File: config.mk
export PLATFORM = sky130hd
export DESIGN_NAME = code_lock_ctrl
export DESIGN_NICKNAME = d
export VERILOG_FILES = /design/src/rtl/code_lock_ctrl.sv
export SDC_FILE = /design/constraint.sdc
export NUM_CORES = 1
export LEC_CHECK = 0
export CAP_MARGIN = 20
export CORE_UTILIZATION = 45
export CTS_CLUSTER_DIAMETER = 80
export DETAILED_ROUTE_END_ITERATION = 8
export PLACE_DENSITY = 0.68
export SYNTH_ARGS = -nofsm -noshare
export SYNTH_HDL_FRONTEND = slang
export SYNTH_SLANG_ARGS = --single-unit
File: constraint.sdc
create_clock -name clk -period 4.3 [get_ports clk]
set_input_delay 0.86 -clock clk [delete_from_list [all_inputs] [get_ports clk]]
set_output_delay 0.86 -clock clk [all_outputs]
set_load 0.05 [all_outputs]
File: src/rtl/code_lock_ctrl.sv
// Two-digit code-lock controller: digit sequencing, code compare, failure lockout, reprogramming.
// Optional partial-entry timeout enabled by defining CODE_LOCK_TIMEOUT_EN.
module code_lock_ctrl #(
    parameter logic [7:0] DEFAULT_CODE = 8'h35,
    parameter int         MAX_FAIL     = 3,
    parameter int         LOCK_CYCLES  = 16,
    parameter int         IDLE_TIMEOUT = 64
) (
    input  logic       clk,
    input  logic       rst,
    input  logic [3:0] din,
    input  logic       confirm,
    input  logic       setCode,
    input  logic       lock,
    output logic [3:0] dout,
    output logic       enLeft,
    output logic       enRight,
    output logic       unlocked,
    output logic       errPulse,
    output logic       lockedOut,
    output logic       progDone,
    output logic [3:0] failCnt
);

    typedef enum logic [2:0] {
        IDLE    = 3'd0,
        GOT1    = 3'd1,
        CHECK   = 3'd2,
        OPEN    = 3'd3,
        PROG1   = 3'd4,
        PROG2   = 3'd5,
        LOCKOUT = 3'd6
    } state_t;

    localparam int            TW        = (LOCK_CYCLES > 1) ? $clog2(LOCK_CYCLES) : 1;
    localparam logic [TW-1:0] LOCK_LOAD = TW'(LOCK_CYCLES - 1);
    localparam logic [3:0]    MAX_F     = 4'(MAX_FAIL);

    state_t        state_q, state_d;
    logic          confirm_q, armed_q;
    logic [3:0]    first_q, first_d;
    logic [7:0]    code_q, code_d;
    logic [3:0]    fail_q, fail_d;
    logic [TW-1:0] timer_q, timer_d;
    logic [3:0]    dout_q, dout_d;
    logic          en_left_q, en_left_d, en_right_q, en_right_d;
    logic          err_q, err_d, prog_done_q, prog_done_d;
    logic          unlocked_q, locked_out_q;
    logic          press_s, timeout_s;

    // armed_q blocks a press that was already held when reset was released
    assign press_s = confirm & ~confirm_q & armed_q;

`ifdef CODE_LOCK_TIMEOUT_EN
    localparam int TOW = (IDLE_TIMEOUT > 1) ? $clog2(IDLE_TIMEOUT) : 1;
    localparam logic [TOW-1:0] TMO_LAST = TOW'(IDLE_TIMEOUT - 1);
    logic [TOW-1:0] tmo_q;
    logic           waiting_s;

    assign waiting_s = (state_q == GOT1) || (state_q == PROG1) || (state_q == PROG2);
    assign timeout_s = waiting_s && (tmo_q == TMO_LAST);

    // Inactivity counter, restarted on each accepted press or state change
    always_ff @(posedge clk or posedge rst) begin
        if (rst) begin
            tmo_q <= '0;
        end else if (press_s || !waiting_s || (state_d != state_q)) begin
            tmo_q <= '0;
        end else begin
            tmo_q <= tmo_q + TOW'(1);
        end
    end
`else
    assign timeout_s = 1'b0;
`endif

    // Next-state and registered-output logic
    always_comb begin
        state_d     = state_q;
        first_d     = first_q;
        code_d      = code_q;
        fail_d      = fail_q;
        timer_d     = timer_q;
        dout_d      = dout_q;
        en_left_d   = 1'b0;
        en_right_d  = 1'b0;
        err_d       = 1'b0;
        prog_done_d = 1'b0;
        case (state_q)
            IDLE: begin
                if (press_s) begin
                    first_d   = din;
                    dout_d    = din;
                    en_left_d = 1'b1;
                    state_d   = GOT1;
                end else begin
                    state_d = IDLE;
                end
            end
            GOT1: begin
                if (press_s) begin
                    dout_d     = din;
                    en_right_d = 1'b1;
                    state_d    = CHECK;
                end else if (timeout_s) begin
                    state_d = IDLE;
                end else begin
                    state_d = GOT1;
                end
            end
            CHECK: begin
                // dout_q still holds the second digit here
                if ({first_q, dout_q} == code_q) begin
                    fail_d  = 4'd0;
                    state_d = OPEN;
                end else if ((fail_q + 4'd1) >= MAX_F) begin
                    err_d   = 1'b1;
                    fail_d  = MAX_F;
                    timer_d = LOCK_LOAD;
                    state_d = LOCKOUT;
                end else begin
                    err_d   = 1'b1;
                    fail_d  = fail_q + 4'd1;
                    state_d = IDLE;
                end
            end
            LOCKOUT: begin
                if (timer_q == '0) begin
                    fail_d  = 4'd0;
                    state_d = IDLE;
                end else begin
                    timer_d = timer_q - TW'(1);
                end
            end
            OPEN: begin
                if (lock) begin
                    state_d = IDLE;
                end else if (setCode) begin
                    state_d = PROG1;
                end else begin
                    state_d = OPEN;
                end
            end
            PROG1: begin
                if (lock) begin
                    state_d = IDLE;
                end else if (press_s) begin
                    first_d   = din;
                    dout_d    = din;
                    en_left_d = 1'b1;
                    state_d   = PROG2;
                end else if (timeout_s) begin
                    state_d = OPEN;
                end else begin
                    state_d = PROG1;
                end
            end
            PROG2: begin
                if (lock) begin
                    state_d = IDLE;
                end else if (press_s) begin
                    dout_d      = din;
                    en_right_d  = 1'b1;
                    code_d      = {first_q, din};
                    prog_done_d = 1'b1;
                    state_d     = OPEN;
                end else if (timeout_s) begin
                    state_d = OPEN;
                end else begin
                    state_d = PROG2;
                end
            end
            default: begin
                state_d = IDLE;
            end
        endcase
    end

    // State, datapath and output registers
    always_ff @(posedge clk or posedge rst) begin
        if (rst) begin
            state_q      <= IDLE;
            confirm_q    <= 1'b0;
            armed_q      <= 1'b0;
            first_q      <= 4'd0;
            code_q       <= DEFAULT_CODE;
            fail_q       <= 4'd0;
            timer_q      <= '0;
            dout_q       <= 4'd0;
            en_left_q    <= 1'b0;
            en_right_q   <= 1'b0;
            err_q        <= 1'b0;
            prog_done_q  <= 1'b0;
            unlocked_q   <= 1'b0;
            locked_out_q <= 1'b0;
        end else begin
            state_q      <= state_d;
            confirm_q    <= confirm;
            armed_q      <= armed_q | ~confirm;
            first_q      <= first_d;
            code_q       <= code_d;
            fail_q       <= fail_d;
            timer_q      <= timer_d;
            dout_q       <= dout_d;
            en_left_q    <= en_left_d;
            en_right_q   <= en_right_d;
            err_q        <= err_d;
            prog_done_q  <= prog_done_d;
            unlocked_q   <= (state_d == OPEN);
            locked_out_q <= (state_d == LOCKOUT);
        end
    end

    assign dout      = dout_q;
    assign enLeft    = en_left_q;
    assign enRight   = en_right_q;
    assign unlocked  = unlocked_q;
    assign errPulse  = err_q;
    assign lockedOut = locked_out_q;
    assign progDone  = prog_done_q;
    assign failCnt   = fail_q;

endmodule

---- Word level (Yosys, flattened, before mapping) ----
Cells that the tools add are included.
cells by class
  bitwise operators ....................... 6
  equal/unequal tests ..................... 15
  $lt $le $gt $ge ......................... 1
  reduce and logical (&&, ||, !) cells .... 12
  muxes and demuxes ....................... 33
  $add $sub $neg .......................... 2
operators with widths
  cell                                                                    number
  4-bit two-way mux                                                       10
  4-bit one-hot mux with 2 select lines                                   4
  3-bit two-way mux                                                       8
  3-bit one-hot mux with 7 select lines                                   1
  3-bit == test (second input constant)                                   4
  2-bit != test (second input constant)                                   6
  3-bit by 2-bit == test with 1-bit output (second input constant)        3
  8-bit == test                                                           1
  1-bit two-way mux                                                       7
  2-bit AND reduction                                                     3
  2-bit nonzero test                                                      3
  4-bit by 1-bit adder with 4-bit output (second input constant)          1
  4-bit by 2-bit >= comparator with 1-bit output (second input constant)  1
  4-bit zero test                                                         1
  1-bit one-hot mux with 2 select lines                                   2
  4-bit AND reduction                                                     1
  2-bit OR reduction                                                      2
  4-bit by 1-bit subtractor with 4-bit output (second input constant)     1
  3-bit by 1-bit == test with 1-bit output (second input constant)        1
  3-bit zero test                                                         1
  1-bit inverter                                                          3
  3-bit AND reduction                                                     1
  1-bit bitwise AND                                                       2
  2-bit two-way mux                                                       1
  1-bit OR                                                                1
storage, ports and cells
  bits of input ports ..................... 9
  flip-flop bits (word level) ............. 35
  output and inout port bits .............. 14
  logic and storage cells ................. 83

---- Longest topological paths before layout ----
Gate-level depths: netlist (run 1).
  word-level depth ........................ 7
  mapped depth ............................ 6

---- Worst setup path after synthesis (run 1) ----
OpenSTA, ideal clock, no wires.
  path type ............................... flip-flop to flip-flop
  from .................................... register fail_q[0], in the netlist failCnt[0]
  to ...................................... register state_q[1]
  period minus slack after synthesis ...... 2.051 ns
  arrival time ............................ 1.914 ns
  slack ................................... 2.249 ns
  stages on the path, launching flop included .. 7
  data required time ...................... 4.164 ns
  cell sequence ........................... dfrtp_1 inv_1 ha_1 or4_1 o22a_1 o211ai_2 nand4_1
on the way
  word-level cells in the longest chain between the ends .. 5
RTL lines
  item                                            line  RTL
  start, declared                                 43    logic [3:0] fail_q, fail_d;
  start signal, assigned                          202   fail_q <= fail_d;
  4-bit by 1-bit adder with 4-bit output          116   end else if ((fail_q + 4'd1) >= MAX_F) begin
  4-bit by 2-bit >= comparator with 1-bit output  116
  3-bit two-way mux                               116
  3-bit two-way mux                               113   if ({first_q, dout_q} == code_q) begin
  3-bit one-hot mux with 7 select lines           89    case (state_q)
  via state_d[1]                                  39    state_t state_q, state_d;
  end signal, assigned                            197   state_q <= state_d;
  end, declared                                   39
The timed path passes the listed nets, and every way through them passes these cells.
A chain may end at the register's enable or synchronous reset.

---- Final worst setup path (run 1) ----
  from .................................... register fail_q[0], in the netlist failCnt[0]
  to ...................................... output port failCnt[0]
RTL lines
  item           line  RTL
  end, declared  22    output logic [3:0] failCnt
No word-level cell between the ends.

==> flow_summary.rst, run 1 <==
.. list-table::
   :header-rows: 1

   * - Metric
     - Value
   * - Total power of the final layout
     - 1.35 mW
   * - Post-cts repair resize count
     - 0
   * - Number of buffers inserted for hold repair after clock tree synthesis
     - 0
   * - Yosys reg bits
     - 35
   * - Post-Place Worst Slack
     - 1.70 ns
   * - Number of distinct library cells after synthesis
     - 42
   * - Final non-filler cell area
     - 0.00204 mm²
   * - Most common cell after layout, fill and taps aside
     - dfrtp_1
   * - Critical path data required time
     - 3.44 ns
   * - Horizontal die dimension
     - 63.0 µm
   * - Worst hold margin
     - 0.470 ns
   * - Proportion of netlist area held by the largest area contributor
     - 46.3%
   * - Largest buffer count on any clock path
     - 2
   * - Combinational family with the most area after synthesis
     - simple AND/OR/NAND/NOR gates
   * - Critical path's slowest cell
     - clkdlybuf4s50_1
   * - Unrepaired setup endpoints after global routing
     - false
   * - Combined area of all synthesized cells
     - 0.00168 mm²
   * - Count of filler cells inserted in the layout
     - 311
   * - Most used flip-flop cell after synthesis
     - dfrtp_1
   * - Final Worst Setup Slack
     - 1.81 ns
   * - Number of max-cap violations
     - 0
   * - Area added between synthesis and finish
     - 21.6%
   * - Post-synthesis share of cell area spent on xor and xnor gates
     - 4.18%
   * - Antenna cells
     - 0
   * - IR Drop Worst-Case VDD
     - 0.000445 V
   * - Final number of setup-violating endpoints
     - 0
   * - Latest clock arrival within the worst-skew pair
     - 0.29 ns
   * - Top-level I/O count
     - 23
   * - Power Density
     - 663 mW/mm²
   * - Endpoint type of the worst setup path
     - output port
   * - Part of the total power dissipated in combinational logic
     - 40.0%
   * - Multiplexer share of the synthesized area
     - 10.8%
   * - Number of warnings reported in the yosys synthesis log
     - 0
   * - Post-place instance area
     - 0.00194 mm²
   * - Status
     - completed
   * - Effective utilization at floorplan
     - 48.7%
   * - Synth Instances
     - 143
   * - CTS Buf Count
     - 5
   * - Buffers added on ports
     - 22
   * - Detailed placer's ending HPWL
     - 2.26 mm
   * - Root Driver
     - clkbuf_8
   * - Top Family by Delay on Critical Path
     - buffers and inverters
   * - Most used cells in the layout excluding fill and tap cells
     - 31 x dfrtp_1, 22 x clkdlybuf4s50_1, 16 x mux2_2
   * - Achievable Freq
     - 401 MHz
   * - Count of routing violations after the opening detailed-route iteration
     - 76
   * - TritonCTS clock tree
     - done
   * - Synth area leaders
     - dfrtp_1 46%, mux2_2 11%, dfstp_2 6.3%
   * - Overall Global Routing Usage
     - 18.0%
   * - Core Rows
     - 21
   * - Total nets after synthesis
     - 155
   * - H-tree levels
     - 2
   * - Slew HR
     - 66.4%
   * - Complex-gate fraction of the synthesized area
     - 11.4%
   * - Via count normalized by instance count
     - 5.37
   * - Post-synthesis sequential area ratio
     - 52.6%
   * - Internal power summed over all cells
     - 796 µW
   * - Share of post-route cells with drive strength above 1
     - 20.5%
   * - Post-CTS setup buffers
     - 0
   * - Sum of overflow across all layers after global routing
     - 0
   * - Clock-pin slew reported for the worst setup and hold paths after clock tree synthesis
     - 0.07 ns
   * - Total Routed Length
     - 3.09 mm
   * - Number of enable flip-flop cells after synthesis
     - 0
   * - Actual slew at the worst max-slew pin
     - 0.503 ns
   * - Post-synthesis area per instance
     - 11.7 µm²
   * - Proportion of register bits with asynchronous set or reset after synthesis
     - 100%
   * - CP arrival
     - 1.63 ns
   * - Die outline area
     - 0.00397 mm²
   * - Global-route wire length before repair
     - 5.53 mm
   * - Critical path type
     - reg -> out
   * - Number of antenna-violating nets in the routed design
     - 0
   * - Biggest fanout along the worst timing path
     - 9
   * - Final Hold Vio Count
     - 0
   * - Global placer's final weighted congestion
     - 0.770
   * - Instance count after placement with tap cells included
     - 209
   * - Sum of buffers and inverters on the critical path
     - 1
   * - Routed vias
     - 1166
   * - Post-synthesis simple-gate area fraction
     - 15.9%
   * - Portion of total power attributed to sequential cells
     - 42.3%
   * - Post-detailed-route DRC marker count
     - 0
   * - Hold Crit Class
     - reg -> reg
   * - P_sw
     - 554 µW
   * - Post-layout utilization of the core
     - 59.2%
   * - Net count of the finished layout
     - 182
   * - Min Clock Period, post-route
     - 2.49 ns
   * - Slowest stage delay, CP
     - 0.86 ns
   * - # clock sinks
     - 35
   * - Die Y-Extent
     - 63.0 µm
   * - Crit share post-route
     - 58.0%
   * - Pin count of the biggest net entering global routing
     - 36
   * - Kind of launch point of the worst setup path
     - register
   * - Fin cells
     - 217
   * - Cells traversed along the worst timing path
     - clkdlybuf4s50_1
   * - First-pass iteration count of the detailed router
     - 4
   * - Average wire per standard cell
     - 14.2 µm
   * - Initial antenna violation count
     - 0
   * - Slew Limit Fails
     - 0
   * - Largest area contributor in the netlist
     - dfrtp_1
   * - Final-layout setup total negative slack
     - 0 ns
   * - Clock network fraction of design power
     - 17.8%
   * - Static leakage
     - 0.934 nW
   * - Adder-cell share of the synthesized area
     - 2.24%
   * - Via count of the first global-routing pass
     - 1213
   * - Core ar.
     - 0.00344 mm²
   * - Clock tree skew after final layout
     - 0.00649 ns
   * - Switching fraction of total power
     - 41.0%
## worst register-to-register path, delay by kind of cell (launching register included)
| kind | cells | cell delay (ns) |
|---|---|---|
| AOI/OAI and AO/OA | 2 | 0.36 |
| DFF | 1 | 0.49 |
| adders and majority gates | 1 | 0.24 |
| and+or+nand+nor | 2 | 0.60 |
| buffers and inverters | 1 | 0.08 |
## logic make-up after synthesis
kind of cell | count (synthesis)
AO/OA/AOI/OAI | 26
XOR/XNOR | 8
adder cells (fa/ha/maj) | 3
buffers and inverters | 12
flip-flops | 35
multiplexers | 16
AND/OR/NAND/NOR | 43
## sequential cells by signal, summed over array words and instances, names as in the netlist, 3 cells and up
register,cells
first_q,4
timer_q,4
state_q,3
code_q,8
failCnt,4
dout,4
## routing by layer
metal	GRT usage [%]	part of all wire [%]
met1	23.8	46
met2	28.8	49
met3	4.38	3.5
met4	6.10	1.4
met5	0	0
## cell usage after synthesis, drive strengths merged (2+ instances only)
cell type	number
and3b	2
dfrtp	31
inv	9
and3	2
o31ai	2
nor2b	3
nand4	2
or4	2
ha	3
nand3	5
and2	2
a21oi	3
nand2	11
buf	2
a22o	2
o21ai	4
nor4	3
mux2	16
xor2	8
o211ai	4
nor2	6
a211oi	4
nand2b	2
dfstp	4
## cell type report
type / count / area, µm² / area share [%]
Timing Repair Buffer: 23 / 228 / 11.2
Clock inverter: 3 / 23.8 / 1.17
Inverter: 9 / 33.8 / 1.66
Clock buffer: 5 / 68.8 / 3.38
Multi-Input combinational cell: 96 / 744 / 36.5
Tap cell: 46 / 57.6 / 2.83
Sequential cell: 35 / 881 / 43.2
## path summary, 6_finish.rpt
| check | from | to | slack [ns] | cells past startpoint |
|---|---|---|---|---|
| worst max-delay path | failCnt[0] | failCnt[0] | 1.81 | 1 |
| worst min-delay path | armed_q | armed_q | 0.47 | 1 |
| worst max register to register | failCnt[0] | state_q[1] | 2.39 | 6 |
| worst min register to register | armed_q | armed_q | 0.47 | 1 |
| max in group asynchronous | rst | code_q[2] | 3.01 | 3 |
| min in group asynchronous | rst | progDone | 0.96 | 3 |
## power by group through the flow
stage               registers, mW  logic, mW  clock network (mW)
finish                      0.571      0.540               0.240
global route                0.593      0.593               0.259
floorplan                   0.650      0.317                   0
CTS                         0.572      0.545               0.247
detailed placement          0.578      0.540                   0
global placement            0.568      0.531                   0
Note: power is estimated with default switching activity, not from simulation.
==> run 2, diff against run 1 <==
==> constraint.sdc (replaced) <==
create_clock -name clk -period 2.3 [get_ports clk]
set_input_delay 0.46 -clock clk [delete_from_list [all_inputs] [get_ports clk]]
set_output_delay 0.46 -clock clk [all_outputs]
set_load 0.05 [all_outputs]
==> flow_summary.rst, run 2 (synthesis gave the netlist of run 1 again) <==
.. list-table::
   :header-rows: 1

   * - Metric
     - Value
   * - Reg-to-reg critical path startpoint
     - failCnt[0]
   * - Flip-flop count of the largest register, all copies and words added
     - 8 (unchanged)
   * - Crit share post-route
     - 92.1%
   * - Share of post-route cells with drive strength above 1
     - 20.9% (+0.46 points)
   * - Die Y-Extent
     - 63.0 µm (unchanged)
   * - Root Driver
     - clkbuf_8
   * - Hold Crit Class
     - reg -> reg
   * - Hold Path Origin
     - armed_q
   * - Average wire per standard cell
     - 14.7 µm (+3.3%)
   * - Worst Reg2Reg Path Length in Cells
     - 6 (unchanged)
   * - Area added between synthesis and finish
     - 22.7%
   * - Post-layout utilization of the core
     - 59.7% (+0.55 points)
   * - Final-layout setup total negative slack
     - 0 ns (unchanged)
   * - Core ar.
     - 0.00344 mm² (unchanged)
   * - Global placer's final weighted congestion
     - 0.775 (+0.64%)
   * - Slew HR
     - 66.5% (+0.17 points)
   * - Sum of overflow across all layers after global routing
     - 0 (unchanged)
   * - Clock-pin slew reported for the worst setup and hold paths after clock tree synthesis
     - 0.07 ns (about the same)
   * - Portion of total power attributed to sequential cells
     - 41.5% (-0.8 points)
   * - Via count normalized by instance count
     - 5.50 (+2.4%)
   * - Final Hold Vio Count
     - 0 (unchanged)
   * - IR Drop Worst-Case VDD
     - 0.000697 V (+57%)
   * - Critical path type
     - reg -> out
   * - Post-cts repair resize count
     - 0 (unchanged)
   * - Endpoint type of the worst setup path
     - output port
   * - Static leakage
     - 0.948 nW (+1.5%)
   * - Routed vias
     - 1199 (+2.8%)
   * - Horizontal die dimension
     - 63.0 µm (unchanged)
   * - Min Clock Period, post-route
     - 2.12 ns
   * - Unrepaired setup endpoints after global routing
     - false
   * - Number of buffers inserted for hold repair after clock tree synthesis
     - 0 (unchanged)
   * - TritonCTS clock tree
     - done
   * - First-pass iteration count of the detailed router
     - 4 (unchanged)
   * - Critical path's slowest cell
     - clkdlybuf4s50_1
   * - Sum of buffers and inverters on the critical path
     - 1 (unchanged)
   * - Count of routing violations after the opening detailed-route iteration
     - 106 (+39%)
   * - Achievable Freq
     - 472 MHz
   * - Net count of the finished layout
     - 183 (+0.55%)
   * - Depth of the worst hold-timing path
     - 1 (unchanged)
   * - H-tree levels
     - 2 (unchanged)
   * - Kind of launch point of the worst setup path
     - register
   * - Power Density
     - 1260 mW/mm² (+90%)
   * - Global-route wire length before repair
     - 5.79 mm (+4.8%)
   * - Final number of setup-violating endpoints
     - 0 (unchanged)
   * - Initial antenna violation count
     - 0 (unchanged)
   * - Biggest fanout along the worst timing path
     - 9 (unchanged)
   * - Most common cell after layout, fill and taps aside
     - dfrtp_1
   * - Post-CTS setup buffers
     - 0 (unchanged)
   * - Top-level I/O count
     - 23 (unchanged)
   * - Effective utilization at floorplan
     - 48.7% (unchanged)
   * - Die outline area
     - 0.00397 mm² (unchanged)
   * - Count of filler cells inserted in the layout
     - 284 (-8.7%)
   * - Buffers added on ports
     - 22 (unchanged)
   * - Post-detailed-route DRC marker count
     - 0 (unchanged)
   * - Latest clock arrival within the worst-skew pair
     - 0.29 ns (about the same)
   * - Status
     - completed
   * - Antenna cells
     - 0 (unchanged)
   * - FF+latch area
     - 881 µm² (unchanged)
   * - # clock sinks
     - 35 (unchanged)
   * - Overall Global Routing Usage
     - 19.2% (+1.2 points)
   * - Total power of the final layout
     - 2.58 mW (+91%)
   * - CP arrival
     - 1.66 ns (+0.03 ns)
   * - P_sw
     - 1.03 mW (+87%)
   * - Clock tree skew after final layout
     - 0.00392 ns (-0.00257 ns)
   * - Number of antenna-violating nets in the routed design
     - 0 (unchanged)
   * - Pin count of the biggest net entering global routing
     - 36 (unchanged)
   * - Slowest stage delay, CP
     - 0.86 ns (about the same)
   * - Clock network fraction of design power
     - 19.1% (+1.3 points)
   * - Cells traversed along the worst timing path
     - clkdlybuf4s50_1
   * - Part of the total power dissipated in combinational logic
     - 39.4% (-0.6 points)
   * - Number of max-cap violations
     - 0 (unchanged)
   * - Slew Limit Fails
     - 0 (unchanged)
   * - Core Rows
     - 21 (unchanged)
   * - FF-to-FF End
     - state_q[1]
   * - Largest buffer count on any clock path
     - 2 (unchanged)
   * - Actual slew at the worst max-slew pin
     - 0.500 ns (-0.00256 ns)
   * - Top Family by Delay on Critical Path
     - buffers and inverters
   * - Most used cells in the layout excluding fill and tap cells
     - 31 x dfrtp_1, 22 x clkdlybuf4s50_1, 16 x mux2_2
   * - Via count of the first global-routing pass
     - 1245 (+2.6%)
   * - Largest register by flop count
     - code_q
   * - CTS Buf Count
     - 5 (unchanged)
   * - Switching fraction of total power
     - 40.0% (-1.0 points)
   * - Internal power summed over all cells
     - 1.55 mW (+95%)
   * - Critical path data required time
     - 1.84 ns (-1.60 ns)
   * - Endpoint with the worst hold slack
     - armed_q
   * - Total area of multi-input combinational cells
     - 744 µm² (unchanged)
   * - Total Routed Length
     - 3.20 mm (+3.7%)
   * - Worst-case register-to-register setup slack
     - 0.37 ns (-2.02 ns)
   * - Detailed placer's ending HPWL
     - 2.24 mm (-0.85%)
## run 2: cell count changes in the layout (fill, tap and decap cells not counted), sizes merged
cell / previous run / this run
buf: 1 / 2
clkbuf: 5 / 7
clkinvlp: 2 / 1
inv: 10 / 9
## run 2: worst max-delay path by stage
stage | depth (start not counted) | startpoint | endpoint | slack (ns)
2_1_floorplan | 6 | failCnt[0] | state_q[1] | 0.25
3_3_place_gp | 4 | confirm | code_q[1] | 0.29
3_5_place_dp | 4 | confirm | code_q[7] | 0.23
4_1_cts | 1 | failCnt[0] | failCnt[0] | 0.18
5_1_grt | 1 | failCnt[0] | failCnt[0] | 0.14
6_report | 1 | failCnt[0] | failCnt[0] | 0.18
## run 2: layout make-up
cell class	count	area share, %
sequential	35	42.8
tap	46	2.80
inverter	9	1.64
clock buffer	7	4.69
clock inverter	1	0.365
multi-input combinational	96	36.2
timing repair buffer	24	11.4
## run 2: per-layer routing
metal	GRT usage (%)	part of all wire, %	vias to the layer above
met5	0	0	-
met4	8.14	1.5	0
met3	6.93	4.1	5
met2	29.8	50	30
met1	24.1	45	593
li1	-	-	571
## run 2: stage by stage
stage	cells	setup WS, ns	hold slack (ns)	instance area, µm²
floorplan	143	0.249	0.427	1680
global placement	210	0.288	0.448	1950
detailed placement	210	0.229	0.446	1950
CTS	218	0.179	0.468	2060
global route	218	0.141	0.477	2060
finish	218	0.181	0.465	2060
## run 2: power by group through the flow
stage / clock [mW] / sequential (mW) / combinational (mW)
6_report: 0.494 / 1.07 / 1.02
5_1_grt: 0.530 / 1.11 / 1.11
4_1_cts: 0.507 / 1.07 / 1.02
3_5_place_dp: 0 / 1.08 / 1.02
3_3_place_gp: 0 / 1.06 / 0.996
2_1_floorplan: 0 / 1.22 / 0.593
==> run 3, diff against run 2 <==
--- a/config.mk
+++ b/config.mk
@@ -5,11 +5,14 @@
 export SDC_FILE = /design/constraint.sdc
 export NUM_CORES = 1
 export LEC_CHECK = 0
+export ABC_CLOCK_PERIOD_IN_PS = 2300
 export CAP_MARGIN = 20
+export CORE_ASPECT_RATIO = 1.25
 export CORE_UTILIZATION = 45
 export CTS_CLUSTER_DIAMETER = 80
 export DETAILED_ROUTE_END_ITERATION = 8
 export PLACE_DENSITY = 0.68
+export SLEW_MARGIN = 10
 export SYNTH_ARGS = -nofsm -noshare
 export SYNTH_HDL_FRONTEND = slang
 export SYNTH_SLANG_ARGS = --single-unit
==> flow_summary.rst, run 3 (synthesis gave the netlist of run 1 again) <==
.. list-table::
   :header-rows: 1

   * - Metric
     - Value
   * - Status
     - completed
   * - Number of max-cap violations
     - 0 (unchanged)
   * - Endpoint type of the worst setup path
     - output port
   * - Antenna cells
     - 0 (unchanged)
   * - Slew HR
     - 66.3% (-0.29 points)
   * - Global-route wire length before repair
     - 5.19 mm (-10%)
   * - Met2 Routed Length
     - 1.69 mm (+5.8%)
   * - Core ar.
     - 0.00351 mm² (+2.1%)
   * - Cells traversed along the worst timing path
     - clkdlybuf4s50_1
   * - Latest clock arrival within the worst-skew pair
     - 0.29 ns (about the same)
   * - Count of filler cells inserted in the layout
     - 306 (+7.7%)
   * - Number of buffers inserted for hold repair after clock tree synthesis
     - 0 (unchanged)
   * - Post-CTS setup buffers
     - 0 (unchanged)
   * - Crit share post-route
     - 90.3% (-1.9 points)
   * - Via count of the first global-routing pass
     - 1145 (-8.0%)
   * - Final-layout setup total negative slack
     - 0 ns (unchanged)
   * - Sum of overflow across all layers after global routing
     - 0 (unchanged)
   * - Power Density
     - 1250 mW/mm² (-0.43%)
   * - TritonCTS clock tree
     - done
   * - Largest buffer count on any clock path
     - 2 (unchanged)
   * - Unrepaired setup endpoints after global routing
     - false
   * - Hold Crit Class
     - reg -> reg
   * - Buffers added on ports
     - 22 (unchanged)
   * - Clock-pin slew reported for the worst setup and hold paths after clock tree synthesis
     - 0.06 ns (about the same)
   * - Sum of buffers and inverters on the critical path
     - 1 (unchanged)
   * - Kind of launch point of the worst setup path
     - register
   * - Detailed placer's ending HPWL
     - 2.27 mm (+1.6%)
   * - Overall Global Routing Usage
     - 17.7% (-1.5 points)
   * - Global placer's final weighted congestion
     - 0.841 (+8.5%)
   * - Post-place instance area
     - 0.00194 mm² (-0.45%)
   * - Slew Limit Fails
     - 0 (unchanged)
   * - H-tree levels
     - 2 (unchanged)
   * - Min Clock Period, post-route
     - 2.08 ns (-0.0427 ns)
   * - # clock sinks
     - 35 (unchanged)
   * - Post-detailed-route DRC marker count
     - 0 (unchanged)
   * - Effective utilization at floorplan
     - 47.7% (-0.99 points)
   * - Critical path data required time
     - 1.84 ns (about the same)
   * - Critical path type
     - reg -> out
   * - Die outline area
     - 0.00397 mm² (about the same)
   * - Final Hold Vio Count
     - 0 (unchanged)
   * - Die Y-Extent
     - 70.2 µm (+11%)
   * - Final number of setup-violating endpoints
     - 0 (unchanged)
   * - Total Routed Length
     - 3.16 mm (-1.4%)
   * - CP arrival
     - 1.62 ns (-0.04 ns)
   * - Initial antenna violation count
     - 0 (unchanged)
   * - Count of routing violations after the opening detailed-route iteration
     - 56 (-47%)
   * - IR Drop Worst-Case VDD
     - 0.000801 V (+15%)
   * - Met3 wire len
     - 73 µm (-44%)
   * - First-pass iteration count of the detailed router
     - 4 (unchanged)
   * - Biggest fanout along the worst timing path
     - 9 (unchanged)
   * - CTS Buf Count
     - 5 (unchanged)
   * - Root Driver
     - clkbuf_8
   * - Most used cells in the layout excluding fill and tap cells
     - 31 x dfrtp_1, 22 x clkdlybuf4s50_1, 16 x mux2_2
   * - Horizontal die dimension
     - 56.6 µm (-10%)
   * - Share of post-route cells with drive strength above 1
     - 20.3% (-0.58 points)
   * - Net count of the finished layout
     - 183 (unchanged)
   * - Area added between synthesis and finish
     - 22.0%
   * - Top-level I/O count
     - 23 (unchanged)
   * - Largest register by flop count
     - code_q
   * - Max layer used
     - met4
   * - Slowest stage delay, CP
     - 0.85 ns (about the same)
   * - Flip-flop count of the largest register, all copies and words added
     - 8 (unchanged)
   * - Number of antenna-violating nets in the routed design
     - 0 (unchanged)
   * - Post-route met1 wirelength
     - 1.30 mm (-8.6%)
   * - Pin count of the biggest net entering global routing
     - 36 (unchanged)
   * - Most common cell after layout, fill and taps aside
     - dfrtp_1
   * - Critical path's slowest cell
     - clkdlybuf4s50_1
   * - Post-cts repair resize count
     - 0 (unchanged)
   * - Core Rows
     - 24 (+14%)
   * - Top Family by Delay on Critical Path
     - buffers and inverters
   * - Routed vias
     - 1197 (-0.17%)
   * - Static leakage
     - 0.949 nW (+0.11%)
   * - Final non-filler cell area
     - 0.00204 mm² (-0.61%)
   * - Clock tree skew after final layout
     - 0.00457 ns (+0.000645 ns)
   * - Achievable Freq
     - 482 MHz (+2.1%)
   * - Via count normalized by instance count
     - 5.67 (+3.1%)
   * - Average wire per standard cell
     - 15.0 µm (+1.8%)
   * - Actual slew at the worst max-slew pin
     - 0.505 ns (+0.00428 ns)
==> run 3: changes by cell type in the layout (fill, tap and decap cells not counted) <==
cell        delta
clkinvlp_4     -1
clkbuf_1       +1
==> run 3: worst paths after layout <==
path	slack (ns)	cells past startpoint	endpoint	startpoint
worst min register to register	0.47	1	armed_q	armed_q
min in group asynchronous	0.56	3	confirm_q	rst
max in group asynchronous	1.39	3	code_q[0]	rst
worst max-delay path	0.22	1	failCnt[0]	failCnt[0]
worst max register to register	0.38	6	state_q[1]	failCnt[0]
worst min-delay path	0.47	1	armed_q	armed_q
==> run 3: metrics by stage <==
stage / instances / power, mW / worst slack (ns) / hold WS, ns / utilization (%)
floorplan: 143 / 1.81 / 0.249 / 0.427 / -
global placement: 203 / 2.06 / 0.282 / 0.444 / 55.3
detailed placement: 203 / 2.09 / 0.220 / 0.449 / 55.3
CTS: 211 / 2.58 / 0.212 / 0.468 / 58.2
global route: 211 / 2.71 / 0.158 / 0.518 / 58.2
finish: 211 / 2.56 / 0.224 / 0.468 / 58.2
==> run 3: layer usage <==
layer	vias to the layer above	track usage, %
met5	-	0
met4	0	10.6
met3	7	4.44
met2	21	30.8
met1	598	19.0
li1	571	-
==> run 3: layout make-up <==
type	count	area [µm²]	area share (%)
Clock buffer	8	100	4.90
Inverter	9	33.8	1.65
Multi-Input combinational cell	96	744	36.4
Sequential cell	35	881	43.1
Tap cell	39	48.8	2.39
Timing Repair Buffer	24	235	11.5
==> run 3: power by group <==
| part | internal [mW] | total (mW) | switching (mW) |
|---|---|---|---|
| sequential | 0.840 | 1.06 | 0.221 |
| combinational | 0.438 | 1.02 | 0.578 |
| clock | 0.273 | 0.479 | 0.207 |
